`config.mk`:
```
export PLATFORM = sky130hd
export DESIGN_NAME = sll_iter
export DESIGN_NICKNAME = d
export VERILOG_FILES = /design/src/rtl/sll_iter.sv
export SDC_FILE = /design/constraint.sdc
export NUM_CORES = 1
export LEC_CHECK = 0
export ABC_AREA = 1
export CAP_MARGIN = 20
export CORE_ASPECT_RATIO = 0.7
export CORE_MARGIN = 5
export CORE_UTILIZATION = 40
export CTS_BUF_LIST = sky130_fd_sc_hd__clkbuf_4 sky130_fd_sc_hd__clkbuf_8
export DETAILED_ROUTE_END_ITERATION = 7
export PLACE_DENSITY = 0.68
export SLEW_MARGIN = 20
export SYNTH_ARGS = -nofsm -noshare
export SYNTH_HDL_FRONTEND = slang
export SYNTH_SLANG_ARGS = --single-unit
```
`constraint.sdc`:
```
create_clock -name i_clk -period 3.7 [get_ports i_clk]
set_input_delay 0.555 -clock i_clk [delete_from_list [all_inputs] [get_ports i_clk]]
set_output_delay 0.555 -clock i_clk [all_outputs]
set_load 0.02 [all_outputs]
```
`src/rtl/sll_iter.sv`:
```
`default_nettype none
// ============================================================================
// Module      : sll_iter
// Description : Iterative logical shift-left, STEP bits per clock, with
//               start/valid handshake and flush.
// Revision    : 1.0 - initial release
// ============================================================================
module sll_iter #(
  parameter int STEP = 1
) (
  input  logic        i_clk,
  input  logic        i_rst_n,
  input  logic        i_start,
  input  logic        i_flush,
  input  logic [31:0] i_operand_a,
  input  logic [31:0] i_operand_b,
  output logic        o_ready,
  output logic        o_valid,
  output logic [31:0] o_sll_data,
  output logic        o_busy
);

  typedef enum logic [1:0] {
    S_IDLE  = 2'd0,
    S_SHIFT = 2'd1,
    S_DONE  = 2'd2
  } state_t;

  localparam logic [4:0] c_STEP = 5'(STEP);

  state_t      r_state, w_state_nxt;
  logic [31:0] r_acc, w_acc_nxt;
  logic [31:0] r_data, w_data_nxt;
  logic [4:0]  r_cnt, w_cnt_nxt;
  logic [4:0]  w_k;
  logic        w_unused_b;

  assign w_unused_b = ^i_operand_b[31:5];

  // Final step may be shorter than STEP so the total never overshoots n.
  assign w_k = (r_cnt < c_STEP) ? r_cnt : c_STEP;

  always_ff @(posedge i_clk or negedge i_rst_n) begin
    if (!i_rst_n) begin
      r_state <= S_IDLE;
      r_acc   <= '0;
      r_cnt   <= '0;
      r_data  <= '0;
    end else begin
      r_state <= w_state_nxt;
      r_acc   <= w_acc_nxt;
      r_cnt   <= w_cnt_nxt;
      r_data  <= w_data_nxt;
    end
  end

  always_comb begin
    w_state_nxt = r_state;
    w_acc_nxt   = r_acc;
    w_cnt_nxt   = r_cnt;
    w_data_nxt  = r_data;
    case (r_state)
      S_IDLE: begin
        if (i_start && !i_flush) begin
          w_acc_nxt   = i_operand_a;
          w_cnt_nxt   = i_operand_b[4:0];
          w_state_nxt = (i_operand_b[4:0] == 5'd0) ? S_DONE : S_SHIFT;
        end
      end
      S_SHIFT: begin
        if (i_flush) begin
          w_state_nxt = S_IDLE;
        end else begin
          w_acc_nxt = r_acc << w_k;
          w_cnt_nxt = r_cnt - w_k;
          if (r_cnt == w_k) begin
            w_state_nxt = S_DONE;
          end
        end
      end
      S_DONE: begin
        w_state_nxt = S_IDLE;
      end
      default: begin
        w_state_nxt = S_IDLE;
      end
    endcase
    // Result is captured on the edge that enters DONE so it lines up with o_valid.
    if (w_state_nxt == S_DONE) begin
      w_data_nxt = w_acc_nxt;
    end
  end

  assign o_ready    = (r_state == S_IDLE);
  assign o_busy     = ~o_ready;
  assign o_valid    = (r_state == S_DONE);
  assign o_sll_data = r_data;

endmodule
`default_nettype wire

```
* Yosys cells after proc, flatten, opt, wreduce, memory -nomap -nowiden
Cells that the tools add are included.
** Storage, ports and cells
- Bits in registers :: 71
- Input port bits :: 68
- Output and inout port bits :: 35
** Cells by class
- Add/sub/neg operators :: 1
- $lt $le $gt $ge :: 1
- Equal/unequal tests :: 6
- Shift-type cells :: 1
- Mux-type cells :: 12
- Bitwise operators :: 1
- Reduce and logical (&&, ||, !) cells :: 6
** Operators by type and width (number)
- 2-to-1 mux 32 bit :: 2
- case mux 32 bit (2 select lines) :: 1
- left shift 32 x 5 -> 32 bit :: 1
- 2-to-1 mux 5 bit :: 3
- case mux 5 bit (2 select lines) :: 1
- 2-to-1 mux 2 bit :: 4
- == test 5 bit :: 1
- logical NOT 5 bit :: 1
- < comparator 5 x 1 -> 1 bit (second input constant) :: 1
- subtractor 5 bit :: 1
- == test 2 bit (second input constant) :: 2
- case mux 2 bit (2 select lines) :: 1
- AND reduction 3 bit :: 1
- == test 2 x 1 -> 1 bit (second input constant) :: 1
- logical NOT 2 bit :: 1
- != test 2 x 1 -> 1 bit (second input constant) :: 1
- != test 2 bit (second input constant) :: 1
- nonzero test 2 bit :: 1
- logical AND 1 bit :: 1
- logical NOT 1 bit :: 1
- NOT 1 bit :: 1

* Logic depth before layout (Yosys ltp)
Gate-level depths: netlist of run 1.
- Word-level depth :: 7
- Mapped depth :: 11

* Worst setup path after synthesis of run 1
Ideal clock, no wire load.
- Kind :: input to register
- Start point :: input i_operand_b[2]
- End point :: register r_data[19] (netlist: o_sll_data[19])
- Data arrival time :: 1.421 ns
- Required time :: 3.584 ns
- Path slack :: 2.163 ns
- Stages :: 9
- Buffers on the path :: 1
- Cell sequence :: nor2_1 > nand2_1 > nor2_1 > nand2_8 > nand2_8 > inv_8 > buf_12 > nand2_2 > nand2_1
** On the way
- Word-level cells in the longest chain between the ends :: 5
** Ends and longest elaborated chain
- start, declared :: RTL line 16 : input logic [31:0] i_operand_b,
- logical NOT 5 bit :: RTL line 67 : w_state_nxt = (i_operand_b[4:0] == 5'd0) ? S_DONE : S_SHIFT;
- 2-to-1 mux 2 bit :: RTL line 67
- 2-to-1 mux 2 bit :: RTL line 64 : if (i_start && !i_flush) begin
- case mux 2 bit (2 select lines) :: RTL line 62 : case (r_state)
- == test 2 bit :: RTL line 89 : if (w_state_nxt == S_DONE) begin
- end signal, assigned :: RTL line 53 : r_data <= w_data_nxt;
- end, declared :: RTL line 33 : logic [31:0] r_data, w_data_nxt;
No other way between the ends.
A chain may end at the register's enable or synchronous reset.

* Worst setup path in the final report of run 1
- Start point :: input i_flush
- End point :: register r_data[18] (netlist: o_sll_data[18])
** On the way
- Word-level cells in the longest chain between the ends :: 5
** Ends and longest elaborated chain
- start, declared :: RTL line 14 : input logic i_flush,
- logical NOT 1 bit :: RTL line 64
- logical AND 1 bit :: RTL line 64
- 2-to-1 mux 2 bit :: RTL line 64
- case mux 2 bit (2 select lines) :: RTL line 62
- == test 2 bit :: RTL line 89
Several ways; a longest one is shown, not always the timed one.

==> results of run 1 <==
## logic make-up (layout without fill, tap and decap cells)
kind of cell | after synthesis | after routing | share of synthesized area
AOI/OAI and AO/OA | 11 | 11 | 0.0182
adders and majority gates | 2 | 2 | 0.00661
and+or+nand+nor | 261 | 261 | 0.423
buffers and inverters | 35 | 105 | 0.0823
DFF | 71 | 71 | 0.470
## per-stage QoR
step	hold slack, ns	power, µW	area (µm²)	setup WS (ns)	utilization
2_1_floorplan	0.259	2280	3780	2.16	-
3_3_place_gp	0.471	2780	4440	1.02	0.486
3_5_place_dp	0.474	2820	4440	0.990	0.486
4_1_cts	0.363	3430	4630	1.37	0.507
5_1_grt	0.410	3640	4630	1.26	0.507
6_report	0.343	3390	4630	1.39	0.507
## worst max-delay path, stage by stage
cell and delay (ns):
clkdlybuf4s50_1 0.60, inv_2 0.06, nand2_1 0.07, inv_2 0.06
nand2_8 0.29, inv_6 0.19, nand2_8 0.13, nand2_8 0.16
inv_8 0.30, nand2_1 0.08, nand2_1 0.07
## state kept, by name, indices dropped and copies added, names as in the netlist
| signal | count |
|---|---|
| o_sll_data | 32 |
| r_acc | 32 |
| r_cnt | 5 |
| r_state | 2 |
## synthesized netlist by cell type
| library cell | n |
|---|---|
| buf_12 | 6 |
| o22ai_1 | 1 |
| o21ai_0 | 4 |
| o211ai_1 | 2 |
| nor2_8 | 1 |
| buf_2 | 5 |
| a31oi_1 | 2 |
| o21a_1 | 1 |
| inv_2 | 3 |
| nor2_2 | 2 |
| nand2_2 | 32 |
| nor3_1 | 1 |
| nand3_4 | 1 |
| inv_8 | 1 |
| buf_6 | 7 |
| nand3_2 | 59 |
| nand2_1 | 112 |
| o31ai_1 | 1 |
| inv_1 | 9 |
| ha_1 | 2 |
| buf_4 | 3 |
| nand2_8 | 4 |
| inv_6 | 1 |
| nor2_1 | 8 |
| nand3_1 | 37 |
| dfrtp_1 | 71 |
| nand4_1 | 1 |
| nand2_4 | 2 |
| nor2_4 | 1 |
## cell type report
| class | count | area (µm²) |
|---|---|---|
| Clock buffer | 12 | 165 |
| Tap cell | 124 | 155 |
| Timing Repair Buffer | 75 | 748 |
| Multi-Input combinational cell | 274 | 1700 |
| Fill cell | 906 | 4510 |
| Sequential cell | 71 | 1780 |
| Clock inverter | 4 | 28.8 |
| Inverter | 14 | 65.1 |
## path summary, 6_finish.rpt
check                                  to  cells after the start
setup / recovery           o_sll_data[18]                     11
hold / removal             o_sll_data[13]                      1
setup reg to reg           o_sll_data[18]                      8
hold reg to reg            o_sll_data[18]                      2
max in group asynchronous  o_sll_data[18]                      1
min in group i_clk         o_sll_data[18]                      2
## metal layers
metal | up-vias | GRT usage | share of wire
met1 | 1351 | 0.227 | 0.50
met5 | - | 0 | 0
li1 | 1368 | - | -
met3 | 7 | 0.0540 | 0.061
met4 | 0 | 0.0295 | 0.0049
met2 | 77 | 0.232 | 0.43
## power by group through the flow
| stage | combinational [µW] | clock, µW | sequential, µW |
|---|---|---|---|
| after CTS | 1420 | 614 | 1400 |
| after global routing | 1540 | 659 | 1450 |
| after detailed placement | 1410 | 0 | 1400 |
| after global placement | 1390 | 0 | 1390 |
| final | 1400 | 597 | 1400 |
| after floorplan | 702 | 0 | 1580 |
==> results.txt, run 1 <==
final routed DRC violation total = 0
Final Wtd Congestion = 0.791
via count = 2803
die footprint = 0.0115 mm²
post-synth top area share = 0.470
Clk Tree Root Cell = clkbuf_8
1st-pass router iterations = 4
CP max FO = 35
Total GRT Usage = 0.158
unrepaired setup endpoints after global routing = no
fin crit period = 2.31 ns
largest cells by area after synthesis = dfrtp_1 (47%), nand3_2 (16%), nand2_1 (11%)
H-tree levels = 3
CP Launch Point = i_flush
initial antenna violation count = 0
cell area power density = 731 mW/mm²
worst path required time = 3.97 ns
synthesized flop and latch total = 71
worst-skew pair later-pin latency = 0.35 ns
cts bufs inserted = 9
worst hold path type = in2async
setup TNS = 0 ns
# IOs = 103
vias per inst = 4.88
Peak Freq = 0.433 GHz
sequential area share after synthesis = 0.470
Mapped Avg Cell Area = 9.96 µm²
Placeable Area = 0.00914 mm²
Num Clock Sinks = 71
Hold-fix buffers, CTS = 0
Resize count post-CTS = 0
post-route ant nets = 0
per-cell routed wire length = 14.9 µm
CTS tree = built
reg-to-reg startpoint = r_state[0]
critical path class = in2reg
worst-margin pin slew = 0.909 ns
mapped cell area = 0.00378 mm²
area grow syn2layout = 22.5%
grt total ovfl = 0
Initial Util = 0.414
final wirelength = 8.55 mm
sw frac = 0.390
cell count after synthesis = 380
Peak VDD IR = 0.000300 V
Port Buffers = 75
Chip Height = 91.4 µm
Clock Skews = 0.0139 ns
largest net degree at the start of global routing = 72
sequential power share = 0.412
nets = 515
Std-Cell Rows = 29
Pleak = 0.00224 µW
YS warnings = 0
first-pass GRT wire length = 14.9 mm
status = complete, no violations
Inst Count DP = 558
crit path capture type = register
Clock Path Buffers = 2
number of global-route vias before repair = 2987
max cap viols = 0
post-synth cell types = 29
startpoint types = input pin
commonest non-fill, non-tap cell in the layout = nand2_1
layout cells sized above 1 = 0.276
Post-Syn Nets = 450
Net Sw Power = 1320 µW
Final Non-Filler Cells = 574
final setup vio count = 0
Final Hold Fails = 0
ANT cells = 0
Clock Power Share = 0.176
Initial DRC Count = 194
Internal = 2070 µW
setup repair bufs after CTS = 0
Die X = 126 µm
most frequent cells in the layout = nand2_1 (112), clkdlybuf4s50_1 (74), dfrtp_1 (71), nand3_2 (59), nand3_1 (37)
Final Max Slew Viols = 0
setup slack, reg-to-reg = 1.71 ns
clk slew on worst S/H paths = 0.08 ns
HPWL after detailed placement = 5.52 mm
Combinational Power Share = 0.412
slew margin rel. = 0.394
Crit path arrival time = 2.59 ns
Synth area leader = dfrtp_1
Period Utilization, post-route = 0.625
Power figures use the tool's default switching activity.
==> run 2, diff against run 1 <==
Settings changed: PLACE_DENSITY 0.68 to 0.71.
Clock period 3.7 ns to 2.09 ns, I/O delays scaled along.
==> run 2 against run 1 <==
Global-route usage about the same. First-iteration DRC count decreased by 9.3%. Sequential share of layout area decreased by 1.1 points. Via count increased by 0.64%. Die area unchanged. Sequential power increased by 76%. Critical path type is now reg2out. Critical endpoint is now o_ready. Largest cell class unchanged.
==> results.txt, run 2 (same netlist as run 1, synthesis figures left out) <==
initial antenna violation count = 0
Design Power = 6240 µW
CP max FO = 4
Final Max Slew Viols = 0
final wirelength = 8.63 mm
per-cell routed wire length = 14.7 µm
cts bufs inserted = 9
critical path class = reg2out
1st-pass router iterations = 4
post-layout util = 0.522
Resize count post-CTS = 0
vias per inst = 4.81
reg-to-reg startpoint = r_cnt[2]
nets = 527
Chip Height = 91.4 µm
crit path capture type = output pin
worst-skew pair later-pin latency = 0.34 ns
status = complete, no violations
RR Endpoint = r_cnt[2]
# IOs = 103
Initial DRC Count = 176
Clock Skews = 0.00844 ns
Final Hold Fails = 0
Port Buffers = 75
grt total ovfl = 0
Clk Tree Root Cell = clkbuf_8
crit path setup slack, layout = 0.155 ns
setup repair bufs after CTS = 0
Crit path arrival time = 1.62 ns
Initial Util = 0.414
number of global-route vias before repair = 2923
Placeable Area = 0.00914 mm²
area grow syn2layout = 26.3%
most frequent cells in the layout = nand2_1 (112), clkdlybuf4s50_1 (74), dfrtp_1 (71), nand3_2 (59), nand3_1 (37)
ANT cells = 0
worst hold path type = in2async
Total GRT Usage = 0.157
layout cells sized above 1 = 0.292
largest net degree at the start of global routing = 37
Std-Cell Rows = 29
unrepaired setup endpoints after global routing = no
slew margin rel. = 0.672
final routed DRC violation total = 0
Clock Path Buffers = 2
first-pass GRT wire length = 14.8 mm
via count = 2821
worst-margin pin slew = 0.492 ns
worst r2r path cells = 9
Num Clock Sinks = 71
fin crit period = 1.94 ns
Period Utilization, post-route = 0.926
setup TNS = 0 ns
max cap viols = 0
Final Wtd Congestion = 0.819
post-route ant nets = 0
startpoint types = register
setup slack, reg-to-reg = 0.45 ns
worst path required time = 1.78 ns
cell area power density = 1310 mW/mm²
CTS tree = built
CP Launch Point = r_state[0]
final setup vio count = 0
clk slew on worst S/H paths = 0.07 ns
DP Worst Slack = 0.182 ns
HPWL after detailed placement = 5.97 mm
Die X = 126 µm
Peak Freq = 0.517 GHz
Peak VDD IR = 0.000718 V
commonest non-fill, non-tap cell in the layout = nand2_1
H-tree levels = 3
Pleak = 0.00233 µW
die footprint = 0.0115 mm²
-- run 2: how the worst max path moves through the flow --
stage	to	slack [ns]	cells past startpoint
after CTS	o_ready	0.12	2
final	o_ready	0.15	2
after global placement	o_sll_data[15]	0.25	11
after global routing	o_ready	0.1	2
after floorplan	r_cnt[2]	0.64	9
after detailed placement	o_sll_data[30]	0.18	11
-- run 2: final cells by class --
type                    instances  area, µm²
fillers                       844       4370
clock inverters                 3       65.1
inverters                      14       65.1
clock buffers                  13        166
repair buffers                 87        853
flip-flops and latches         71       1780
well taps                     124        155
multi-input cells             274       1700
-- run 2: power by group --
group	switching [µW]	total, µW	internal (µW)	leakage [µW]
registers	474	2470	2000	0.000909
clock network	500	1260	763	0.000120
logic	1340	2500	1160	0.00130
-- run 2: through the flow --
stage	hold WS (ns)	instance area [µm²]	std cells
detailed placement	0.312	4540	569
finish	0.487	4780	586
floorplan	0.0179	3780	380
global route	0.521	4780	586
CTS	0.491	4780	586
global placement	0.317	4540	569
-- run 2: timing repair --
item                                   CTS  global route
endpoints found under the hold margin   35             0
hold buffers                             1             0
setup endpoints to repair                0             0
-- run 2: worst max-delay path: stages, from the launching register on --
cell             delay (ns)
dfrtp_1                0.45
nor2_4                 0.20
clkdlybuf4s50_1        0.64
-- run 2: per-layer routing --
metal  track usage  part of all wire
met3        0.0575             0.069
met5             0                 0
met1         0.227              0.48
met2         0.226              0.44
met4        0.0339            0.0043
